## config.mk

```make
export PLATFORM = sky130hd
export DESIGN_NAME = instr_queue
export DESIGN_NICKNAME = d
export VERILOG_FILES = /design/src/rtl/instr_queue.sv
export SDC_FILE = /design/constraint.sdc
export NUM_CORES = 1
export LEC_CHECK = 0
export CAP_MARGIN = 20
export CORE_MARGIN = 2
export CORE_UTILIZATION = 60
export DETAILED_ROUTE_END_ITERATION = 7
export PLACE_DENSITY = 0.88
export SYNTH_ARGS = -nofsm -noshare
export SYNTH_HDL_FRONTEND = slang
export SYNTH_SLANG_ARGS = --single-unit
export TNS_END_PERCENT = 100
```

## constraint.sdc

```tcl
create_clock -name clk -period 17.56 [get_ports clk]
set_input_delay 5.268 -clock clk [delete_from_list [all_inputs] [get_ports clk]]
set_output_delay 5.268 -clock clk [all_outputs]
set_load 0.005 [all_outputs]
```

## src/rtl/instr_queue.sv

```systemverilog
// rtl/instr_queue.sv - fetch queue: issues imem reads, buffers {pc, instr} for decode, flushes on jump.
module instr_queue #(
  parameter int AW = 4
) (
  input  logic          clk,
  input  logic          rst_n,
  input  logic [31:0]   pc_i,
  input  logic          pc_jump_i,
  output logic          imem_req_o,
  output logic [31:0]   imem_addr_o,
  input  logic [31:0]   imem_rdata_i,
  output logic          fetch_stall_o,
  output logic          id_valid_o,
  input  logic          id_ready_i,
  output logic [31:0]   id_pc_o,
  output logic [31:0]   id_instr_o,
  output logic [AW:0]   count_o
);

  localparam int DEPTH = 1 << AW;

  logic [AW:0]   count;
  logic [AW-1:0] rd_ptr;
  logic [AW-1:0] wr_ptr;
  logic          inflight;
  logic [31:0]   pc_q;
  logic [31:0]   pc_mem    [DEPTH];
  logic [31:0]   instr_mem [DEPTH];

  logic [AW+1:0] occupancy;
  logic          space;
  logic          push;
  logic          pop;

  // The outstanding read reserves a slot; a pop in the same cycle is not credited.
  assign occupancy = {1'b0, count} + {{(AW+1){1'b0}}, inflight};
  assign space     = occupancy < (AW+2)'(DEPTH);

  assign imem_req_o    = rst_n & ~pc_jump_i & space;
  assign imem_addr_o   = pc_i;
  assign fetch_stall_o = ~pc_jump_i & ~space;

  assign id_valid_o = (count != '0);
  assign id_pc_o    = id_valid_o ? pc_mem[rd_ptr]    : 32'h0;
  assign id_instr_o = id_valid_o ? instr_mem[rd_ptr] : 32'h0;
  assign count_o    = count;

  assign push = inflight & ~pc_jump_i;
  assign pop  = id_valid_o & id_ready_i & ~pc_jump_i;

  always_ff @(posedge clk or negedge rst_n) begin
    if (!rst_n) begin
      count    <= '0;
      rd_ptr   <= '0;
      wr_ptr   <= '0;
      inflight <= 1'b0;
      pc_q     <= 32'h0;
    end else if (pc_jump_i) begin
      // Flush drops queued entries and the response returning this cycle.
      count    <= '0;
      rd_ptr   <= '0;
      wr_ptr   <= '0;
      inflight <= 1'b0;
    end else begin
      inflight <= imem_req_o;
      if (imem_req_o) begin
        pc_q <= pc_i;
      end
      if (push) begin
        wr_ptr <= wr_ptr + 1'b1;
      end
      if (pop) begin
        rd_ptr <= rd_ptr + 1'b1;
      end
      case ({push, pop})
        2'b10:   count <= count + 1'b1;
        2'b01:   count <= count - 1'b1;
        default: count <= count;
      endcase
    end
  end

  always_ff @(posedge clk) begin
    if (push) begin
      pc_mem[wr_ptr]    <= pc_q;
      instr_mem[wr_ptr] <= imem_rdata_i;
    end
  end

endmodule

```

; Word level (Yosys, flattened, before mapping)
; Memory sizes are Yosys's and may differ from the RTL's.
; Index checks and enable logic that the tools add are counted.
[totals]
word_cells = 39
mem_bits_rw = 1024
ff_bits = 46
out_inout_bits = 104
memories = 2
inputBits = 68
[memory_table]
columns = name, words, word_bits, read_ports, rd_clocked_by_memory_dff, wr, line_no
row1 = instr_mem, 16, 32, 1, 0, 1, 28  ; logic [31:0] instr_mem [DEPTH];
row2 = pc_mem, 16, 32, 1, 0, 1, 27  ; logic [31:0] pc_mem [DEPTH];
[classes]
bitwise_logic = 8
muxes = 11
eq_ne = 2
addsub = 5
n_reduce_logical = 5
order_cmp = 1
[op_table]
columns = op, n
row1 = $mux W32, 2
row2 = $mux W4, 4
row3 = $pmux W5 S2, 1
row4 = $add A4 B1 Y4 const B, 2
row5 = $add A5 B1 Y6, 1
row6 = $and A1 B1 Y1, 6
row7 = $lt A6 B5 Y1 const B, 1
row8 = $add A5 B1 Y5 const B, 1
row9 = $mux W5, 1
row10 = $reduce_bool A5 Y1, 1
row11 = $sub A5 B1 Y5 const B, 1
row12 = $reduce_bool A2 Y1, 2
row13 = $mux W1, 3
row14 = $reduce_bool A3 Y1, 1
row15 = $eq A2 B1 Y1 const B, 1
row16 = $eq A2 B2 Y1 const B, 1
row17 = $not A1 Y1, 2
row18 = $reduce_and A2 Y1, 1

; Depth between registers and ports, before layout
[depth]
ltp_word = 6
mapped_depth = 10
mapped_depth_nobuf = 10

; Worst setup path before layout
; No wires, ideal clock.
[synth_timing]
path_type = input to output
from = in pc_jump_i
to = out imem_req_o
required_ps = 12292
path_buffers = 3
arrival_time_ps = 6053
slack_ps = 6239
path_stages = 4
cell_sequence = clkbuf_1 -> and3b_1 -> clkbuf_1 -> buf_2
[synth_between]
elab_chain_cells = 3
[synth_lines]
columns = item, line_no
row1 = "start, declared", 8  ; input logic pc_jump_i,
row2 = $not A1 Y1 (no source line), --
row3 = $and A1 B1 Y1 (2 in a row), 39  ; assign imem_req_o = rst_n & ~pc_jump_i & space;
row4 = "end, declared", 9  ; output logic imem_req_o,
; Every way passes these cells.

; Worst setup path after layout
[layout_timing]
from = in rst_n
to = out imem_req_o
[layout_between]
elab_chain_cells = 2
[layout_lines]
columns = item, line_no
row1 = "start, declared", 6  ; input logic rst_n,
row2 = $and A1 B1 Y1 (2 in a row), 39
; Every way passes these cells.

==> impl_metrics.py <==
metrics = {
    "status": {
        "status": "finished, final reports clean",
    },
    "cts": {
        "cts_tree": "built",
        "clkLatencyLatePin_ns": 0.66,
        "postCtsSetupRepairBufs": 0,
        "cts_buffers": 100,
        "clockRootBuffer": "clkbuf_16",
        "holdBufCountCts": 0,
        "clk_pin_slew_ns": 0.06,
        "cts.sinks": 1070,
        "clockBufferDepth": 3,
        "htree_levels": 3,
        "cts_resized": 0,
    },
    "die": {
        "start_util_pct": 60.4,
        "core_area_sq_um": 68300,
        "die_h_um": 266,
        "placementRows": 96,
        "fp.dieW_um": 266,
        "io_pins": 172,
        "dieArea_sq_um": 70900,
    },
    "final_layout": {
        "fillCellCount": 3690,
        "utilization_pct": 68.6,
        "drive_gt1_share_pct": 28.6,
        "final_common_cell": "edfxtp_1",
        "areaGrowthSynthToFinish_pct": 13.7,
        "final_cell_mix": "edfxtp_1, mux4_2, clkdlybuf4s50_1, clkbuf_16, and2_1",
        "finalNonFillerCells": 2868,
        "fin_area_sq_um": 46900,
        "layout.nets": 1975,
    },
    "worst_setup_path": {
        "ff2ff_path_depth": 3,
        "setup.worst_path.end_class": "output port",
        "crit_required_ns": 12.29,
        "cpPeakStageDelay_ns": 0.58,
        "r2r-end": "instr_mem[9][29]",
        "crit_buf_inv": 3,
        "slowest_stage": "buf_4",
        "worst-path-max-fanout": 48,
        "path_class": "in2out",
        "path_cells": "buf_2 -> buf_4 -> and3b_2 -> clkdlybuf4s50_1",
        "crit_family": "buffers and inverters",
        "ff2ff_setup_slack_ns": 14.05,
        "arrival_ns": 6.82,
        "setup.worst_path.start": "rst_n",
        "worstSetupPathDepth": 4,
        "reg2reg_from": "wr_ptr[3]",
        "worst_setup_path_start_kind": "input pin",
    },
    "yosys": {
        "synth_edf_count": 1024,
        "synth-async-reset-ratio_pct": 4.30,
        "synthesis.instances": 1705,
        "yosysTopAreaCell": "edfxtp_1",
        "yosysWarnings": 0,
        "synthDistinctLibCells": 41,
        "syn-mean-instance-area_sq_um": 24.2,
        "ys_seq_elements": 1070,
        "yosys-top-cells-area": "edfxtp_1, mux4_2, dfrtp_1, and2_1, mux2_2",
        "netlist.area_leader.share_pct": 74.5,
        "synth.net_count": 1780,
        "yosysSeqAreaShare_pct": 77.3,
        "ys.flop_type": "edfxtp_1",
        "syn_area_sq_um": 41300,
    },
    "hold_path": {
        "min_from": "wr_ptr[0]",
        "hold_path_class": "reg2reg",
        "hold_depth": 2,
        "hold-path-endpoint": "wr_ptr[0]",
    },
    "global_routing": {
        "grt_overflow": 0,
        "use_met1_pct": 38.5,
        "grt_max_degree": 82,
        "grt_use_met3_pct": 7.82,
        "grt.busiest_layer": "met2",
        "grt_pass1_wl_um": 148000,
        "grt_util_all_layers_pct": 29.8,
        "grt_pass1_vias": 21000,
        "antenna_found_initial": 5,
        "use_met2_pct": 48.5,
    },
    "placement": {
        "port_buffers": 171,
        "placed_cells": 2678,
        "routabilityCongestion": 0.754,
        "place_hpwl_um": 46900,
        "place_area_sq_um": 43700,
        "place_ws_ns": 5.41,
    },
    "pwr": {
        "irDropWorstVdd_uv": 129,
        "p_total_mw": 6.54,
        "p_leak_nw": 14.4,
        "power_density_nw_per_um2": 139,
    },
    "sta": {
        "timing.final.ws_setup_ns": 5.47,
        "period_minus_slack_ns": 12.09,
        "hold_viol": 0,
        "skew_ns": 0.0271,
        "max-slew-margin-rel_pct": 23.4,
        "finalCritPeriodShare_pct": 68.8,
        "tns_ns": 0,
        "fmax_mhz": 82.7,
        "finalMaxSlewViolations": 0,
        "hold-worst-slack_ns": 0.647,
        "rsz0062_at_grt": "false",
        "worst_slew_pin_slew_ns": 1.15,
        "finalSetupViolCount": 0,
    },
    "routing": {
        "routed_via_density": 6.90,
        "drt-total-wl_um": 103000,
        "routedWlPerCell_um": 35.9,
        "drtPass1Iterations": 5,
        "drc": 0,
        "vias": 19800,
        "drtIter0Drc": 2937,
        "drtAntennaViolNets": 0,
    },
    "flow_run": {
        "max_cap_viol_count": 0,
    },
}
## where the power goes
group,internal [mW],leakage [nW],switching [mW]
Sequential,3.00,9.77,0.210
Combinational,0.675,3.11,0.544
Clock,1.15,1.55,0.961
Total,4.82,14.4,1.72
## registers in the layout, indices dropped and copies added (netlist names)
register / count
inflight: 1
pc_mem: 512
wr_ptr: 4
rd_ptr: 4
instr_mem: 512
count_o: 5
pc_q: 32
## per-layer routing
metal | vias up | wire length, um
met5 | - | 36
met4 | 6 | 4350
met3 | 275 | 11900
met2 | 1562 | 51700
met1 | 10300 | 34900
li1 | 7606 | -
## cell type report
class                           instances  area, sq um  area share (%)
Clock buffer                          123         2650            5.65
Inverter                                4         15.0          0.0320
Tap cell                              882         1100            2.35
Timing Repair Buffer                  214         2070            4.41
Antenna cell                            3         7.51          0.0160
Sequential cell                      1070        31900            68.0
Multi-Input combinational cell        510         8680            18.5
Clock inverter                         62          468           0.998
## cells in the mapped netlist, types with 2 or more instances
library cell	n
and2_1	65
a31oi_1	2
buf_6	25
dfrtp_1	46
o21ai_0	2
xor2_1	4
and3b_1	2
buf_4	32
nor3_1	8
mux4_2	320
nand2_1	6
edfxtp_1	1024
mux2_2	32
nand3_1	5
mux2i_1	3
nor2b_1	2
inv_1	3
ha_1	7
buf_2	12
xnor2_1	4
a21oi_1	4
nor2_1	26
nand2b_1	2
clkbuf_1	43
buf_1	9
or3b_2	2
## worst max path at each step
| stage | to |
|---|---|
| floorplan | imem_req_o |
| CTS | imem_req_o |
| global placement | imem_req_o |
| detailed placement | imem_req_o |
| finish | imem_req_o |
| global route | imem_req_o |
## worst register-to-register path, stage by stage (launching register included)
cell      delay [ns]
dfrtp_1         0.66
nand2b_1        0.50
nor2_4          1.03
buf_4           0.89
## cell families (layout without fill, tap and decap cells)
group                    after synthesis  in the layout  share of synthesized area (%)
flip-flops                          1070           1070                           77.3
multiplexers                         356            356                           18.4
AND/OR/NAND/NOR                      125            125                           1.70
buffers and inverters                125            403                           1.92
AO/OA/AOI/OAI                         14             14                          0.249
XOR/XNOR                               8              8                          0.170
adder cells (fa/ha/maj)                7              7                          0.212
other                                  0              3                              0
Note: power is estimated with default switching activity, not from simulation.
